--- src/rtl/sram_readback_pkg.sv ---
// Shared SRAM select encoding, readback FSM states and default widths
// used by the host-side SRAM access blocks.
package sram_readback_pkg;

    localparam int DEFAULT_SRAM_DATA_WIDTH = 64;
    localparam int DEFAULT_ADDR_WIDTH      = 8;

    typedef enum logic [1:0] {
        SEL_WEIGHT   = 2'd0,
        SEL_INPUT    = 2'd1,
        SEL_OUTPUT   = 2'd2,
        SEL_RESERVED = 2'd3
    } sram_sel_t;

    typedef enum logic [1:0] {
        RB_IDLE,
        RB_ISSUE,
        RB_DRAIN,
        RB_DONE
    } rb_state_t;

endpackage

--- src/rtl/readback_fifo.sv ---
// Small synchronous FIFO buffering SRAM read data for the host stream.
// Head is read straight from storage; a full FIFO accepts a push when popped.
module readback_fifo #(
    parameter int WIDTH = 64,
    parameter int DEPTH = 4
) (
    input  logic                     clk,
    input  logic                     rst_n,
    input  logic                     clear,
    input  logic                     push,
    input  logic [WIDTH-1:0]         push_data,
    input  logic                     pop,
    output logic [WIDTH-1:0]         pop_data,
    output logic [$clog2(DEPTH):0]   count,
    output logic                     empty,
    output logic                     full
);

    localparam int PTR_W = $clog2(DEPTH);
    localparam int CNT_W = PTR_W + 1;

    logic [WIDTH-1:0] mem [DEPTH];
    logic [PTR_W-1:0] wr_ptr;
    logic [PTR_W-1:0] rd_ptr;
    logic             do_push;
    logic             do_pop;

    assign empty    = (count == '0);
    assign full     = (count == CNT_W'(DEPTH));
    assign do_pop   = pop && !empty;
    assign do_push  = push && (!full || do_pop);
    assign pop_data = mem[rd_ptr];

    always_ff @(posedge clk or negedge rst_n) begin
        if (!rst_n) begin
            wr_ptr <= '0;
            rd_ptr <= '0;
            count  <= '0;
            for (int unsigned i = 0; i < DEPTH; i++) begin
                mem[i] <= '0;
            end
        end else if (clear) begin
            wr_ptr <= '0;
            rd_ptr <= '0;
            count  <= '0;
        end else begin
            if (do_push) begin
                mem[wr_ptr] <= push_data;
                wr_ptr      <= wr_ptr + PTR_W'(1);
            end
            if (do_pop) begin
                rd_ptr <= rd_ptr + PTR_W'(1);
            end
            case ({do_push, do_pop})
                2'b10:   count <= count + CNT_W'(1);
                2'b01:   count <= count - CNT_W'(1);
                default: count <= count;
            endcase
        end
    end

endmodule

--- src/rtl/sram_readback.sv ---
// Drains an inclusive SRAM address range to the host as a valid/ready stream,
// issuing reads only when FIFO space covers every read still in flight.
module sram_readback
    import sram_readback_pkg::*;
#(
    parameter int SRAM_DATA_WIDTH = DEFAULT_SRAM_DATA_WIDTH,
    parameter int ADDR_WIDTH      = DEFAULT_ADDR_WIDTH,
    parameter int FIFO_DEPTH      = 4,
    parameter int READ_LATENCY    = 1
) (
    input  logic                       i_clk,
    input  logic                       i_nrst,
    input  logic                       i_reg_clear,
    input  logic                       i_read_start,
    input  logic [1:0]                 i_sram_select,
    input  logic [ADDR_WIDTH-1:0]      i_start_addr,
    input  logic [ADDR_WIDTH-1:0]      i_end_addr,
    output logic                       o_sram_rd_en,
    output logic [ADDR_WIDTH-1:0]      o_sram_rd_addr,
    output logic [1:0]                 o_sram_rd_sel,
    input  logic [SRAM_DATA_WIDTH-1:0] i_sram_rd_data,
    output logic [SRAM_DATA_WIDTH-1:0] o_data_out,
    output logic                       o_valid,
    input  logic                       i_ready,
    output logic                       o_busy,
    output logic                       o_done
);

    localparam int CNT_W = $clog2(FIFO_DEPTH) + 1;
    localparam int SUM_W = CNT_W + 1;
    localparam logic [SUM_W-1:0] DEPTH_V = SUM_W'(FIFO_DEPTH);

    rb_state_t               state;
    rb_state_t               state_next;
    logic [ADDR_WIDTH-1:0]   addr;
    logic [ADDR_WIDTH-1:0]   end_addr;
    sram_sel_t               sel;
    logic [READ_LATENCY-1:0] pipe;
    logic [SUM_W-1:0]        inflight;
    logic [SUM_W-1:0]        credit_used;
    logic [CNT_W-1:0]        fifo_count;
    logic                    fifo_empty;
    logic                    fifo_full;
    logic                    rd_en;
    logic                    load;
    logic                    advance;
    logic                    push;
    logic                    pop;

    always_comb begin
        inflight = '0;
        for (int unsigned i = 0; i < READ_LATENCY; i++) begin
            inflight = inflight + SUM_W'(pipe[i]);
        end
    end

    assign credit_used = SUM_W'(fifo_count) + inflight;

    always_comb begin
        state_next = state;
        rd_en      = 1'b0;
        load       = 1'b0;
        advance    = 1'b0;
        unique case (state)
            RB_IDLE: begin
                if (i_read_start) begin
                    load       = 1'b1;
                    state_next = (i_start_addr > i_end_addr) ? RB_DONE : RB_ISSUE;
                end
            end
            RB_ISSUE: begin
                if ((credit_used < DEPTH_V) && !fifo_full) begin
                    rd_en = 1'b1;
                    // Compare before incrementing so the top address never wraps to 0.
                    if (addr == end_addr) begin
                        state_next = RB_DRAIN;
                    end else begin
                        advance = 1'b1;
                    end
                end
            end
            RB_DRAIN: begin
                if ((inflight == '0) && fifo_empty) begin
                    state_next = RB_DONE;
                end
            end
            RB_DONE: begin
                state_next = RB_IDLE;
            end
            default: state_next = RB_IDLE;
        endcase
        if (i_reg_clear) begin
            state_next = RB_IDLE;
            rd_en      = 1'b0;
            load       = 1'b0;
            advance    = 1'b0;
        end
    end

    always_ff @(posedge i_clk or negedge i_nrst) begin
        if (!i_nrst) begin
            state    <= RB_IDLE;
            addr     <= '0;
            end_addr <= '0;
            sel      <= SEL_WEIGHT;
            pipe     <= '0;
        end else begin
            state <= state_next;
            if (load) begin
                addr     <= i_start_addr;
                end_addr <= i_end_addr;
                sel      <= sram_sel_t'(i_sram_select);
            end else if (advance) begin
                addr <= addr + ADDR_WIDTH'(1);
            end
            // Clearing the tracker discards any read data still on its way back.
            if (i_reg_clear) begin
                pipe <= '0;
            end else begin
                pipe[0] <= rd_en;
                for (int unsigned i = 1; i < READ_LATENCY; i++) begin
                    pipe[i] <= pipe[i-1];
                end
            end
        end
    end

    assign push = pipe[READ_LATENCY-1] && !i_reg_clear;
    assign pop  = o_valid && i_ready;

    readback_fifo #(
        .WIDTH (SRAM_DATA_WIDTH),
        .DEPTH (FIFO_DEPTH)
    ) u_fifo (
        .clk       (i_clk),
        .rst_n     (i_nrst),
        .clear     (i_reg_clear),
        .push      (push),
        .push_data (i_sram_rd_data),
        .pop       (pop),
        .pop_data  (o_data_out),
        .count     (fifo_count),
        .empty     (fifo_empty),
        .full      (fifo_full)
    );

    assign o_sram_rd_en   = rd_en;
    assign o_sram_rd_addr = addr;
    assign o_sram_rd_sel  = sel;
    assign o_valid        = !fifo_empty;
    assign o_busy         = (state == RB_ISSUE) || (state == RB_DRAIN);
    assign o_done         = (state == RB_DONE);

endmodule

--- config.mk ---
export PLATFORM = sky130hd
export DESIGN_NAME = sram_readback
export DESIGN_NICKNAME = d
export VERILOG_FILES = /design/src/rtl/sram_readback_pkg.sv /design/src/rtl/readback_fifo.sv /design/src/rtl/sram_readback.sv
export SDC_FILE = /design/constraint.sdc
export NUM_CORES = 1
export LEC_CHECK = 0
export BUFFER_PORTS_ARGS = -buffer_cell sky130_fd_sc_hd__buf_4
export CORE_MARGIN = 2
export CORE_UTILIZATION = 45
export CTS_CLUSTER_SIZE = 16
export DETAILED_ROUTE_END_ITERATION = 12
export GPL_ROUTABILITY_DRIVEN = 0
export PLACE_DENSITY = 0.71
export SLEW_MARGIN = 20
export SYNTH_ARGS = -nofsm -noshare
export SYNTH_HDL_FRONTEND = slang
export SYNTH_SLANG_ARGS = --single-unit
--- constraint.sdc ---
create_clock -name i_clk -period 3 [get_ports i_clk]
set_input_delay 0.3 -clock i_clk [delete_from_list [all_inputs] [get_ports i_clk]]
set_output_delay 0.3 -clock i_clk [all_outputs]
set_load 0.05 [all_outputs]
==> impl_results.md, run 1 <==
* Status: complete, no violations
* Startpoint Class: register
* CTS Root Buffer Type: clkbuf_16
* Sequential area share after synthesis at 50.0%
* Seq. cell area at 7110 um2
* Crit path kind: reg -> out
* Register share of total power at 33.2%
* Die W at 182 um
* Share of layout cells above drive strength 1 at 57.0%
* Final core utilization at 54.0%
* Row cnt at 65
* Crit. End Element: output pin
* Post-Syn Area at 14200 um2
* Arrival @ worst endpoint at 2.34 ns
* Core ar. at 31300 um2
* Max Slew Vio Count at 0
* Initial antenna violation count at 0
* Total grt overflow at 0
* Max Fclk at 379 MHz
* P_int at 10.8 mW
* Final instance area at 16900 um2
* First-pass GRT wire length at 47500 um
* Hold Violations, Final at 0
* CP peak stage delay at 0.74 ns
* Switching share of power at 36.6%
* Drt drc at 0
* I/O pin cnt at 165
* Worst Path Buf+Inv at 2
* CTS sink cnt at 284
* Count leader, synth: dfrtp_1
* Vias per inst at ~5.3
* Initial core utilization at between 40% and 50%
* Max-Cap Viols at 0
* Yosys top cell area share at 50.0%
* Setup slack after layout at 0.360 ns
* Dominant cells by area after synthesis: dfrtp_1 (50%), mux2_4 (25%), mux4_2 (10%)
* Worst-Skew Late Latency at between 0.5 and 0.6 ns
* GR Util All Layers at 18.0%
* CTS H-tree lvls at 2
* Largest net degree at the start of global routing at 89
* Clock power share at 25.6%
* Cts repair resizes at 0
* Cells after Synth at 826
* Clk slew on worst S/H paths at 0.06 ns
* Yosys cell types at 45
* Fillers at around 2500
* Primary FF master, synth: dfrtp_1
* PwrDens at 1010 nW/um2
* Initial drt markers at ~380
* Placed Area at between 15000 and 20000 um2
* Final HPWL DP at 18400 um
* Final WL at a little under 30000 um
* Routed via count at roughly 7600
* Worst VDD drop at roughly 740 uV
* CP max stage cell: dfrtp_4
* Crit-path leading delay family: flip-flops
* Pre-CTS WS at 0.568 ns
* Switch Pwr at 6.23 mW
* Measured slew at the worst slew-check pin at 0.729 ns
* Vias in the first global route at 8462
* Height of the chip at around 180 um
* Worst Path Max Fanout at 25
* DIE AREA at 33000 um2
* RSZ-0062 raised after global routing: no
* Worst min-delay path class: in -> reg
* CTS Buffer Depth at 3
* Logic pwr share at 41.1%
* Syn_nets at between 900 and 1000
* CTS tree: done
* Worst clock skew at 0.0227 ns
* Commonest cells in the synthesized netlist: dfrtp_1 (284), mux2_4 (240), mux4_2 (64)
* Fin crit period at around 2.6 ns
* Critical path cell sequence: buf_12, mux4_2, buf_4
* Headroom to the max-slew limit at slightly above 50%
* DR WL/cell at ~20 um
* Setup TNS at 0 ns
* Async set-reset flop share out of synthesis at 100%
* Post-route ant nets at 0
* Total CTS buffers at 34
* 1st-pass router iterations at 4
* Diode count at 0
* Fin nets at 1112
* Data required, critical path at 2.70 ns
* Post-Syn Area per Cell at about 17 um2
* Area of the multi-input gates at between 6000 and 7000 um2
* Final period util at roughly nine tenths
* Cell leakage power at ~8.6 nW
* Number of synthesized flops with an enable pin at 0
* # setup viols final at 0
* Post-synth top area cell: dfrtp_1
* Area Growth Syn to Fin at 19.0%
* Synth Register Bits at 284
* Synth warn at 0
* Port bufs at about 160
==> layout by cell type (no fill, tap or decap), types with 2 or more instances in the layout <==
cell and instances:
dfrtp_1 282, mux2_4 240, buf_4 182, mux4_2 64
clkbuf_16 34, nor2_1 23, mux2_2 20, ha_1 17
inv_1 15, a21oi_1 15, nand2_1 13, xor2_1 10
o21ai_0 10, buf_12 10, xnor2_1 9, clkbuf_8 8
clkinv_2 7, mux2i_1 6, nand3_1 5, a211oi_1 5
bufinv_16 5, nand2_8 4, nor3_1 4, nand4_1 4
clkbuf_1 4, nand3b_1 3, nor4_4 2, o21a_1 2
a21o_1 2, and4_1 2, nand2b_1 2, inv_6 2
==> stage by stage <==
stage / cells / power (mW) / hold slack, ns
final: 1435 / 17.0 / 0.0363
after global routing: 1435 / 17.8 / 0.0169
after CTS: 1435 / 17.2 / 0.0112
after detailed placement: 1372 / 12.8 / 0.370
after global placement: 1372 / 12.6 / 0.368
after floorplan: 826 / 10.9 / 0.00441
==> power groups by stage <==
| stage | Clock [mW] | Sequential, mW | Combinational, mW |
|---|---|---|---|
| after floorplan | 0 | 5.60 | 5.33 |
| after global placement | 0 | 5.66 | 6.97 |
| after detailed placement | 0 | 5.69 | 7.08 |
| after CTS | 4.46 | 5.66 | 7.09 |
| after global routing | 4.64 | 5.81 | 7.38 |
| final | 4.36 | 5.65 | 7.00 |
==> registers in the layout (all words and copies together), names as in the netlist <==
signal	flops
end_addr	8
o_sram_rd_addr	8
o_sram_rd_sel	2
pipe	1
state	2
u_fifo.count	3
u_fifo.mem	256
u_fifo.rd_ptr	2
u_fifo.wr_ptr	2
==> worst reg2reg max path, cell delays in order, from the launching register on <==
cell and delay, ns:
dfrtp_1 0.53, or3_2 0.56, nand2_1 0.15, nor2_1 0.07, fa_1 0.44, nor4b_1 0.31
a21oi_1 0.07, o21a_1 0.17, nor2_1 0.07
==> metal layers <==
| metal | up-vias | track usage, % | wire, um | share of wire (%) |
|---|---|---|---|---|
| li1 | 3408 | - | - | - |
| met1 | 3976 | 25.3 | 13300 | 46 |
| met2 | 144 | 28.9 | 13900 | 48 |
| met3 | 39 | 3.23 | 1190 | 4.1 |
| met4 | 0 | 5.37 | 558 | 1.9 |
| met5 | - | 0 | 0 | 0 |
==> path summary, 6_finish.rpt <==
path,start,endpoint,slack [ns],cells past startpoint
worst max-delay path,u_fifo.rd_ptr[0]$_DFFE_PN0P_,o_data_out[34],0.36,3
worst min-delay path,i_sram_select[1],o_sram_rd_sel[1]$_DFFE_PN0P_,0.04,2
worst max register to register,u_fifo.count[1]$_DFFE_PN0P_,u_fifo.count[2]$_DFFE_PN0P_,0.57,8
worst min register to register,end_addr[6]$_DFFE_PN0P_,end_addr[6]$_DFFE_PN0P_,0.50,2
max in group asynchronous,i_nrst,o_sram_rd_addr[3]$_DFFE_PN0P_,1.77,3
min in group asynchronous,i_nrst,u_fifo.mem[207]$_DFFE_PN0P_,0.38,2
==> final cells by class <==
cell class | count | area share [%]
Sequential cell | 284 | 42.0
Timing Repair Buffer | 194 | 9.40
Clock buffer | 46 | 5.77
Clock inverter | 16 | 1.34
Tap cell | 402 | 2.97
Multi-Input combinational cell | 477 | 38.1
Inverter | 16 | 0.370
==> cells by family after synthesis <==
kind of cell | synth area share, %
adder cells (fa/ha/maj) | 1.64
flip-flops | 50.0
AO/OA/AOI/OAI | 2.00
XOR/XNOR | 1.17
AND/OR/NAND/NOR | 3.08
buffers and inverters | 4.66
multiplexers | 37.5
==> repair_timing <==
action                                 in CTS  in global routing
setup endpoints to repair                   0                  0
setup buffers                               0                  0
hold buffers                                1                  0
endpoints found under the hold margin      80                  0
(Power assumes the default switching activity.)
==> run 2, diff against run 1 <==
--- a/config.mk
+++ b/config.mk
@@ -11,8 +11,10 @@
 export CTS_CLUSTER_SIZE = 16
 export DETAILED_ROUTE_END_ITERATION = 12
 export GPL_ROUTABILITY_DRIVEN = 0
+export MAX_ROUTING_LAYER = met4
 export PLACE_DENSITY = 0.71
 export SLEW_MARGIN = 20
 export SYNTH_ARGS = -nofsm -noshare
 export SYNTH_HDL_FRONTEND = slang
+export SYNTH_HIERARCHICAL = 1
 export SYNTH_SLANG_ARGS = --single-unit
==> impl_results.md, run 2 <==
* Headroom to the max-slew limit at 41.8% (-9.5 points)
* Diode count at 0 (unchanged)
* Row cnt at 62 (-4.6%)
* Vias per inst at 5.26 (-0.25%)
* Core ar. at 28900 um2 (-7.6%)
* Share of layout cells above drive strength 1 at 36.5% (-21 points)
* Max Fclk at 357 MHz (-5.8%)
* CTS tree: done
* Routed met1 length at 12900 um (-2.8%)
* DIE AREA at 31000 um2 (-6.2%)
* Commonest cells in the synthesized netlist: dfrtp_1 (284), mux2_1 (188), mux4_2 (64)
* Post-Syn Area at 13300 um2 (-6.4%)
* Largest net degree at the start of global routing at 112 (+26%)
* Yosys cell types at 50 (+11%)
* Fin crit period at 2.80 ns (+0.164 ns)
* Worst min-delay path class: in -> reg
* Initial core utilization at 46.0% (+0.60 points)
* Data required, critical path at 2.70 ns (about the same)
* Fillers at 2213 (-11%)
* Cell leakage power at 8.06 nW (-6.7%)
* Max Slew Vio Count at 0 (unchanged)
* Status: complete, no violations
* Worst Path Max Fanout at 8 (-68%)
* Vias in the first global route at 8552 (+1.1%)
* Met2 WL at 13600 um (-1.8%)
* Async set-reset flop share out of synthesis at 100% (unchanged)
* Area Growth Syn to Fin at 27.5%
* First-pass GRT wire length at 46600 um (-1.9%)
* DR top layer: met4
* Fin nets at 1184 (+6.5%)
* Count leader, synth: dfrtp_1
* Measured slew at the worst slew-check pin at 0.872 ns (+0.143 ns)
* Routed via count at 7816 (+3.3%)
* RSZ-0062 raised after global routing: no
* Worst-Skew Late Latency at 0.56 ns (+0.05 ns)
* Pwr Total at 13.4 mW (-21%)
* DR WL/cell at 19.0 um (-5.6%)
* Initial antenna violation count at 0 (unchanged)
* Synth warn at 6 (+6)
* GR Util All Layers at 19.3% (+1.3 points)
* Final HPWL DP at 17500 um (-4.6%)
* Post-route ant nets at 0 (unchanged)
* CTS Buffer Depth at 3 (unchanged)
* Synth Register Bits at 284 (unchanged)
* Final period util at 93.5% (+5.5 points)
* Largest reg by FF count: u_fifo/mem
* Height of the chip at 176 um (-3.2%)
* I/O pin cnt at 165 (unchanged)
* Post-Syn Area per Cell at 16.2 um2 (-6.0%)
* CTS sink cnt at 284 (unchanged)
* Total CTS buffers at 31 (-8.8%)
* Port bufs at 164 (unchanged)
* 1st-pass router iterations at 6 (+2)
* Primary FF master, synth: dfrtp_1
* Initial drt markers at 255 (-33%)
* Startpoint Class: register
* Clk slew on worst S/H paths at 0.06 ns (about the same)
* Total grt overflow at 0 (unchanged)
* Drt drc at 0 (unchanged)
* Arrival @ worst endpoint at 2.50 ns (+0.16 ns)
* Setup Buffers After CTS at 0 (unchanged)
* Yosys top cell area share at 53.4% (+3.4 points)
* Number of flip-flops in the largest register at 256 (unchanged)
* Most frequent cells in the layout: dfrtp_1 (281), mux2_1 (188), buf_4 (179), dlygate4sd3_1 (81), mux4_2 (64)
* Max-Cap Viols at 0 (unchanged)
* PwrDens at 789 nW/um2 (-22%)
* Worst clock skew at 0.00854 ns (-0.0141 ns)
* Dominant cells by area after synthesis: dfrtp_1 (53%), mux2_1 (16%), mux4_2 (11%)
* Syn_nets at 928 (-0.32%)
* Number of synthesized flops with an enable pin at 0 (unchanged)
* Final WL at 28200 um (-2.2%)
* Cells after Synth at 823 (-0.36%)
* Crit path kind: reg -> out
* Met3 WL post-DR at 1290 um (+8.3%)
* # setup viols final at 0 (unchanged)
* Hold Violations, Final at 0 (unchanged)
* Most common cell after layout, fill and taps aside: dfrtp_1
* Setup TNS at 0 ns (unchanged)
* Sequential area share after synthesis at 53.4% (+3.4 points)
* Worst VDD drop at 615 uV (-17%)
* CTS Root Buffer Type: clkbuf_16
* CTS H-tree lvls at 1 (-1)
* Post-synth top area cell: dfrtp_1
* Die W at 176 um (-3.2%)
* Crit. End Element: output pin
## run 2: power breakdown
group / total (mW) / switching (mW) / internal, mW
registers: 4.89 / 0.401 / 4.49
clock network: 3.92 / 1.53 / 2.39
logic: 4.58 / 2.85 / 1.73
## run 2: cells by family (layout without fill, tap and decap cells)
logic type	after synthesis	in the layout	share of synthesized area [%]
muxes	328	328	34.8
AOI/OAI and AO/OA	45	45	2.54
DFF	284	284	53.4
buffers and inverters	69	348	3.55
xor gates and xnor gates	19	19	1.25
adders and majority gates	18	18	1.75
and+or+nand+nor	60	60	2.74
## run 2: final timing paths
path | startpoint | end | slack (ns) | depth (start not counted)
worst max-delay path | u_fifo/count[0]$_DFFE_PN0P_ | o_sram_rd_en | 0.20 | 6
worst min-delay path | i_end_addr[7] | end_addr[7]$_DFFE_PN0P_ | 0.03 | 3
worst max register to register | u_fifo/count[2]$_DFFE_PN0P_ | u_fifo/mem[148]$_DFFE_PN0P_ | 0.30 | 6
worst min register to register | u_fifo/mem[115]$_DFFE_PN0P_ | u_fifo/mem[115]$_DFFE_PN0P_ | 0.48 | 1
max in group asynchronous | i_nrst | u_fifo/mem[222]$_DFFE_PN0P_ | 1.71 | 3
min in group asynchronous | i_nrst | u_fifo/mem[172]$_DFFE_PN0P_ | 0.40 | 2
## run 2: final cells by class
class | instances | area [um2] | area share, %
sequential | 284 | 7110 | 41.9
multi-input combinational | 470 | 5800 | 34.2
timing repair buffer | 275 | 2450 | 14.4
clock buffer | 41 | 873 | 5.14
tap | 384 | 480 | 2.83
clock inverter | 15 | 199 | 1.17
inverter | 17 | 63.8 | 0.376
## run 2: worst max-delay path, cell delays in order (launching register included)
cell and delay [ns]:
dfrtp_1 0.49, nor2_1 0.12, and2_1 0.17, a311o_1 0.35, or3b_4 0.48, inv_1 0.13
buf_4 0.21
## run 2: what timing repair did
| item | 4_1_cts | 5_1_grt |
|---|---|---|
| resized for setup | 1 | 1 |
| hold endpoints to repair | 370 | 0 |
| hold buffers | 81 | 0 |
| setup endpoints to repair | 1 | 1 |
## run 2: metrics by stage
step / setup WS (ns) / area (um2) / util, % / std cells / hold slack [ns]
2_1_floorplan: 0.415 / 13300 / - / 823 / 0.00441
3_3_place_gp: 0.322 / 15100 / 52.2 / 1349 / 0.456
3_5_place_dp: 0.223 / 15100 / 52.2 / 1349 / 0.447
4_1_cts: 0.0378 / 17000 / 58.7 / 1486 / 0.00588
5_1_grt: 0.0872 / 17000 / 58.7 / 1486 / 0.0328
6_report: 0.196 / 17000 / 58.7 / 1486 / 0.0257
## run 2: per-layer routing
metal | vias to the layer above | track usage (%)
li1 | 3553 | -
met1 | 4059 | 26.5
met2 | 173 | 31.0
met3 | 31 | 3.17
met4 | 0 | 3.41
met5 | - | -
